### config.mk
export PLATFORM = sky130hd
export DESIGN_NAME = ibus_line_responder
export DESIGN_NICKNAME = d
export VERILOG_FILES = /design/src/rtl/ibus_line_responder.sv
export SDC_FILE = /design/constraint.sdc
export NUM_CORES = 1
export LEC_CHECK = 0
export ABC_CLOCK_PERIOD_IN_PS = 26400
export BUFFER_PORTS_ARGS = -buffer_cell sky130_fd_sc_hd__buf_4
export CAP_MARGIN = 10
export CORE_MARGIN = 2
export CORE_UTILIZATION = 50
export CTS_CLUSTER_DIAMETER = 40
export DETAILED_ROUTE_END_ITERATION = 10
export PLACE_DENSITY = 0.73
export SYNTH_ARGS = -nofsm -noshare
export SYNTH_HDL_FRONTEND = slang
export SYNTH_SLANG_ARGS = --single-unit
### constraint.sdc
create_clock -name clk -period 26.4 [get_ports clk]
set_clock_uncertainty 0.15 [all_clocks]
set_input_delay 7.92 -clock clk [delete_from_list [all_inputs] [get_ports clk]]
set_output_delay 7.92 -clock clk [all_outputs]
set_load 0.03 [all_outputs]
### src/rtl/ibus_line_responder.sv
// Instruction-bus responder with a one-line (8-byte) fetch buffer in front of a
// variable-latency 64-bit memory port. It also reports misaligned and out-of-range fetches.
package ibus_pkg;
  typedef struct packed {
    logic        valid;
    logic [63:0] addr;
  } ibus_req_t;

  typedef struct packed {
    logic        addr_ok;
    logic        data_ok;
    logic [31:0] data;
  } ibus_resp_t;
endpackage

module ibus_line_responder
  import ibus_pkg::*;
#(
  parameter logic [63:0] MEM_BASE = 64'h8000_0000,
  parameter logic [63:0] MEM_SIZE = 64'h1000_0000
) (
  input  logic        clk,
  input  logic        rst,
  input  ibus_req_t   ibus_req,
  output ibus_resp_t  ibus_resp,
  output logic        fetch_fault,
  input  logic        flush,
  output logic        mem_req,
  output logic [63:0] mem_addr,
  input  logic        mem_ack,
  input  logic [63:0] mem_rdata,
  output logic [1:0]  dbg_state
);

  // Handshake: the fetch stage holds valid/addr until it sees addr_ok&data_ok.
  // Those two strobes pulse together for one cycle (RESP). The memory side
  // holds mem_req/mem_addr until mem_ack, a single-cycle pulse that carries mem_rdata.
  typedef enum logic [1:0] {IDLE = 2'd0, MEM_WAIT = 2'd1, RESP = 2'd2} state_t;

  state_t        state_q, state_d;
  logic [63:0]   cap_addr;
  logic          buf_valid;
  logic [60:0]   buf_tag;
  logic [63:0]   buf_data;
  logic [31:0]   resp_data;
  logic          resp_fault;
  logic          req_bad;
  logic          req_hit;
  logic          still_wanted;

  function automatic logic [31:0] sel_word(input logic [63:0] line, input logic hi);
    return hi ? line[63:32] : line[31:0];
  endfunction

  always_comb begin
    req_bad      = (ibus_req.addr[1:0] != 2'b00) ||
                   (ibus_req.addr < MEM_BASE) ||
                   (ibus_req.addr >= MEM_BASE + MEM_SIZE);
    req_hit      = buf_valid && (buf_tag == ibus_req.addr[63:3]) && !flush;
    still_wanted = ibus_req.valid && (ibus_req.addr == cap_addr);
  end

  always_comb begin
    state_d = state_q;
    case (state_q)
      IDLE: begin
        if (ibus_req.valid) begin
          if (req_bad || req_hit) state_d = RESP;
          else                    state_d = MEM_WAIT;
        end
      end
      MEM_WAIT: begin
        if (mem_ack) state_d = still_wanted ? RESP : IDLE;
      end
      RESP:    state_d = IDLE;
      default: state_d = IDLE;
    endcase
  end

  always_ff @(posedge clk or posedge rst) begin
    if (rst) state_q <= IDLE;
    else     state_q <= state_d;
  end

  always_ff @(posedge clk or posedge rst) begin
    if (rst) begin
      cap_addr   <= '0;
      buf_valid  <= 1'b0;
      buf_tag    <= '0;
      buf_data   <= '0;
      resp_data  <= '0;
      resp_fault <= 1'b0;
      mem_req    <= 1'b0;
      mem_addr   <= '0;
    end else begin
      if (flush) buf_valid <= 1'b0;
      case (state_q)
        IDLE: begin
          if (ibus_req.valid) begin
            cap_addr <= ibus_req.addr;
            if (req_bad) begin
              resp_data  <= '0;
              resp_fault <= 1'b1;
            end else if (req_hit) begin
              resp_data  <= sel_word(buf_data, ibus_req.addr[2]);
              resp_fault <= 1'b0;
            end else begin
              mem_req  <= 1'b1;
              mem_addr <= {ibus_req.addr[63:3], 3'b000};
            end
          end
        end
        MEM_WAIT: begin
          if (mem_ack) begin
            // A flush in the ack cycle must also kill the line being filled.
            buf_valid <= !flush;
            buf_tag   <= cap_addr[63:3];
            buf_data  <= mem_rdata;
            mem_req   <= 1'b0;
            if (still_wanted) begin
              resp_data  <= sel_word(mem_rdata, cap_addr[2]);
              resp_fault <= 1'b0;
            end
          end
        end
        default: ;
      endcase
    end
  end

  always_comb begin
    ibus_resp.addr_ok = (state_q == RESP);
    ibus_resp.data_ok = (state_q == RESP);
    ibus_resp.data    = resp_data;
    fetch_fault       = resp_fault;
    dbg_state         = state_q;
  end

endmodule
==> flow_summary.ini, run 1 <==
[grt]
grt_max_degree = 140
grt_antenna_before_repair = 0
grt_first_pass_wirelength_um = 53510
grt_pass1_vias = 9540
grt_usage_pct = 24.26
grt_overflow = 0

[power]
p_sw_share_pct = 24.24
ir_worst_vdd_mv = 0.05891
seqPwrFrac_pct = 41.4
leakage_nw = 8.289
power_frac_comb_pct = 9.9
clockPowerShare_pct = 48.7
p_switching_uw = 282.7
power.internal_uw = 883.8
powerDensity_nw_per_um2 = 69.89

[die]
core-area_um2 = 26060
rows = 59
die_x_um = 166.8
die_y_um = 166.8
start_util_pct = 50.86
dieArea_um2 = 27820
ioPinCount = 235

[logic_synthesis]
yosysTopAreaCell = dfrtp_1
synth-async-reset-ratio_pct = 100.0
synth_seq_area_share_pct = 54.19
yosysMostFrequentCell = dfrtp_1
synth_top_cell_area_share_pct = 54.19
syn_inst = 1073
netlist_area_um2 = 13250
synth_common_cells = 287 x dfrtp_1, 186 x mux2_2, 89 x nand2_1, 52 x o21ai_0
synth-edff-count = 0
synth-seq-cells = 287
synth_cell_types = 47
syn_avg_cell_area_um2 = 12.35
synth_warnings = 0
synthFlopType = dfrtp_1
synth_area_leaders = dfrtp_1 54%, mux2_2 16%, mux2_4 3.2%, nand2_1 2.5%, mux2i_1 2.4%

[clocking]
postCtsSetupRepairBufs = 0
insertion_delay_ns = 0.53
clkTransAtPathRegs_ns = 0.06
cts_buffers = 43
postCtsHoldBufs = 0
cts_root_buffer = clkbuf_16
post_cts_resized = 0
cts_buffer_depth = 3
cts-htree-levels = 2
cts_tree = done
cts_sinks = 287

[final_layout]
diodes = 0
final_layout_size_suffix_gt1_share_pct = 39.86
area_growth_pct = 25.94
fill_cells = 2004
final_util_pct = 64.05
fin_nets = 1434
area.sequential_um2 = 7183
multi_input_area_um2 = 5667

[worst_setup_path]
r2r_setup_slack_ns = 22.74
end_kind = flip-flop
worst_path_largest_cell_delay_ns = 0.58
crit_slowest_cell = buf_4
path_max_fanout = 56
cp_data_required_time_ns = 26.66
cpMostUsedCell = buf_4
worstSetupStartpointType = primary input
crit_type = primary input to flip-flop
crit_chain = buf_4 -> nor4_1 -> nand4_1 -> or3_1 -> buf_4 -> inv_1 -> o41ai_4 -> nor2_4 -> buf_4 -> mux2_2
worstPathArrival_ns = 11.14

[place]
hpwlAfterDp_um = 22930
gp_congestion = 0.8906
port_buffers = 231

[drt]
met3_wirelength_um = 2399
highest_layer = met4
drt_iter0_markers = 563
wl_um = 33790
drcViolationCount = 0
viasPerCell = 5.436
first_pass_iters = 4
drt-met1-wl_um = 14490
drtAntennaViolNets = 0
wl_met2_um = 16280
wl_per_cell_um = 20.27
num_vias = 9061

[min_path]
min_path_type = flip-flop to flip-flop

[timing]
hold-worst-slack_ns = 0.3145
fmax_mhz = 91.91
setup_viol = 0
final.setup.tns_ns = 0
final-hold-violation-count = 0
slew_headroom_pct = 26.86
rsz0062_at_grt = false
tightest_slew_ns = 1.097
slew_viol_final = 0
finalCritPeriodShare_pct = 41.21
min_period_ns = 10.88

[flow_run]
cap_violations = 0

[outcome]
status = finished clean
flip-flops by register name (all words and copies together) (netlist names):
signal       cells
buf_data        64
cap_addr        64
buf_tag         61
mem_addr        61
resp_data       32
dbg_state        2
buf_valid        1
fetch_fault      1
mem_req          1
worst max-delay path: cells and delay by family:
kind            cells  cell delay [ns]
compound gates      1             0.13
buf+inv             4             1.19
mux                 1             0.41
simple gates        4             1.46
routing by layer:
metal / vias to the layer above / global-route usage (%)
li1: 4226 / -
met1: 4494 / 32.35
met2: 289 / 39.72
met3: 52 / 6.464
met4: 0 / 6.109
met5: - / 0
power groups by stage:
| stage | clock (mW) | sequential (mW) | combinational (mW) |
|---|---|---|---|
| after floorplan | 0 | 0.484 | 0.0745 |
| after global placement | 0 | 0.490 | 0.113 |
| after detailed placement | 0 | 0.491 | 0.115 |
| after CTS | 0.578 | 0.484 | 0.116 |
| after global routing | 0.596 | 0.487 | 0.126 |
| final | 0.568 | 0.483 | 0.115 |
metrics by stage:
stage | area, µm² | setup WS, ns | power (mW) | instances
after floorplan | 13260 | 10.41 | 0.5581 | 1075
after global routing | 16690 | 15.43 | 1.209 | 1667
after CTS | 16690 | 15.58 | 1.178 | 1667
final | 16690 | 15.52 | 1.167 | 1667
after detailed placement | 15240 | 15.00 | 0.6062 | 1591
after global placement | 15240 | 14.97 | 0.6029 | 1591
layout make-up:
type | count | share of cell area (%)
flip-flops and latches | 287 | 43.04
repair buffers | 239 | 10.75
clock inverters | 22 | 1.672
multi-input cells | 684 | 33.95
inverters | 46 | 1.079
well taps | 335 | 2.511
clock buffers | 54 | 7.001
cell usage in the layout (no fill, tap or decap), types with 44 or more instances in the layout:
master     count
o22ai_1       44
o21ai_0       52
inv_1         45
clkbuf_16     44
buf_4        239
nand2_1       88
nor2b_1       46
dfrtp_1      286
mux2_2       186
final timing paths:
path                         startpoint      endpoint  cells after the start
min reg2reg                mem_addr[31]  mem_addr[31]                      1
min                        mem_addr[31]  mem_addr[31]                      1
max reg2reg                 cap_addr[2]  resp_data[4]                      8
min in group asynchronous           rst  buf_data[29]                      2
max in group asynchronous           rst   buf_tag[40]                      3
max                        ibus_req[52]  mem_addr[20]                     10
kinds of logic after synthesis:
kind of cell | after synthesis | synth area share [%]
mux | 259 | 22.50
simple gates | 221 | 8.790
flops | 287 | 54.19
xor+xnor | 68 | 4.494
buf+inv | 104 | 3.276
other cells | 1 | 0.02830
compound gates | 133 | 6.722
Power figures use the tool's default switching activity.
==> inputs of run 2 (changes only) <==
--- a/config.mk
+++ b/config.mk
@@ -5,7 +5,7 @@
 export SDC_FILE = /design/constraint.sdc
 export NUM_CORES = 1
 export LEC_CHECK = 0
-export ABC_CLOCK_PERIOD_IN_PS = 26400
+export ABC_CLOCK_PERIOD_IN_PS = 10940
 export BUFFER_PORTS_ARGS = -buffer_cell sky130_fd_sc_hd__buf_4
 export CAP_MARGIN = 10
 export CORE_MARGIN = 2
==> constraint.sdc (replaced) <==
create_clock -name clk -period 10.94 [get_ports clk]
set_clock_uncertainty 0.15 [all_clocks]
set_input_delay 3.282 -clock clk [delete_from_list [all_inputs] [get_ports clk]]
set_output_delay 3.282 -clock clk [all_outputs]
set_load 0.03 [all_outputs]
==> run 2 against run 1 <==
Against the previous run:
- global-route usage increased by 0.21 points
- via count grew 1.4%
- critical path depth stayed put
- cell count grew 0.54%
- utilization grew 0.25 points
- count of clock-buffer cells in the layout grew 2
- register-to-register slack worse by 15 ns
- sequential power up 140%
- sequential share of layout area decreased by 0.17 points
- sequential cell count stayed put
- first-iteration DRC count up 2.3%
==> flow_summary.ini, run 2 (synthesis results as in run 1) <==
[die]
die_y_um = 166.8
dieArea_um2 = 27820
start_util_pct = 50.86
ioPinCount = 235
die_x_um = 166.8
core-area_um2 = 26060
rows = 59

[timing]
hold-worst-slack_ns = 0.3302
min_period_ns = 6.305
rsz0062_at_grt = false
setup_ws_ns = 4.635
setup_viol = 0
final.setup.tns_ns = 0
tightest_slew_ns = 1.066
final-hold-violation-count = 0
slew_headroom_pct = 28.94
slew_viol_final = 0
finalCritPeriodShare_pct = 57.64
fmax_mhz = 158.6

[final_layout]
fin_area_um2 = 16760
layout_common_cells = 286 x dfrtp_1, 241 x buf_4, 186 x mux2_2, 88 x nand2_1, 52 x o21ai_0
layout_commonest_cell = dfrtp_1
diodes = 0
finalNonFillerCells = 1676
final_util_pct = 64.30
area_growth_pct = 26.44
top_regs = buf_data: 64 flops, cap_addr: 64 flops
fill_cells = 2069
fin_nets = 1438
final_layout_size_suffix_gt1_share_pct = 40.49

[power]
ir_worst_vdd_mv = 0.1386
leakage_nw = 8.329
powerDensity_nw_per_um2 = 169.2
finalPower_mw = 2.835

[place]
hpwlAfterDp_um = 22990
placed_area_um2 = 15270
port_buffers = 231
gp_congestion = 0.9070
post-place-ws_ns = 4.100
placedCellCount = 1594

[worst_setup_path]
rr_worst_depth = 9
cp_data_required_time_ns = 11.21
crit_start = ibus_req[52]
path_max_fanout = 50
r2r-end = resp_data[7]
crit_type = primary input to flip-flop
r2r-start = cap_addr[2]
end_kind = flip-flop
endpoint = mem_addr[12]
worstSetupStartpointType = primary input
r2r_setup_slack_ns = 7.53
worstPathArrival_ns = 6.57

[grt]
grt_first_pass_wirelength_um = 54040
use_met3_pct = 7.224
grt_pass1_vias = 9671
met1_usage_pct = 31.98
grt_antenna_before_repair = 0
grt_overflow = 0
grt_usage_pct = 24.47
use_met2_pct = 39.67
busiest_layer = met2
grt_max_degree = 148

[clocking]
insertion_delay_ns = 0.54
cts_root_buffer = clkbuf_16
postCtsHoldBufs = 0
cts_tree = done
cts_buffer_depth = 3
clkTransAtPathRegs_ns = 0.06
cts_sinks = 287
postCtsSetupRepairBufs = 0
cts-htree-levels = 2
post_cts_resized = 0
cts_buffers = 44

[outcome]
status = finished clean

[drt]
num_vias = 9187
drcViolationCount = 0
drt_iter0_markers = 576
first_pass_iters = 5
viasPerCell = 5.482
wl_um = 33780
wl_per_cell_um = 20.16
drtAntennaViolNets = 0

[min_path]
min_path_type = flip-flop to flip-flop

[flow_run]
cap_violations = 0
-- run 2: changes by cell type in the layout (fill, tap and decap cells not counted), sizes merged --
cell and change:
buf +3, bufinv -2, clkbuf +2, clkinv +4
clkinvlp +2
-- run 2: final cells by class --
class	instances	area (µm²)	share of cell area [%]
Sequential cell	287	7183	42.87
Timing Repair Buffer	242	1829	10.92
Clock inverter	26	244.0	1.456
Multi-Input combinational cell	684	5667	33.82
Inverter	46	176.4	1.053
Tap cell	335	419.2	2.501
Clock buffer	56	1237	7.385
-- run 2: metal layers --
layer,part of all wire [%],wire length [µm]
met5,0,0
met4,2.8,937
met3,8.0,2696
met2,48,16180
met1,41,13970
-- run 2: worst min path at each step --
| stage | start | endpoint | slack, ns | cells past startpoint |
|---|---|---|---|---|
| final | mem_addr[31] | mem_addr[31] | 0.33 | 1 |
| after global routing | mem_addr[40] | mem_addr[40] | 0.36 | 1 |
| after CTS | mem_addr[31] | mem_addr[31] | 0.33 | 1 |
| after detailed placement | mem_addr[31] | mem_addr[31] | 0.31 | 1 |
| after global placement | mem_addr[31] | mem_addr[31] | 0.30 | 1 |
| after floorplan | buf_tag[47] | buf_tag[47] | 0.31 | 2 |
-- run 2: power by group --
| group | switching (mW) | internal, mW |
|---|---|---|
| sequential | 0.0376 | 1.12 |
| clock | 0.513 | 0.875 |
| combinational | 0.153 | 0.135 |
-- run 2: critical path, cell delays in order --
cell and delay (ns):
buf_4 0.13, nor4_1 0.55, nand4_1 0.15, or3_1 0.42, buf_4 0.29, inv_1 0.18
o41ai_4 0.14, nor2_4 0.45, buf_4 0.55, mux2_2 0.39
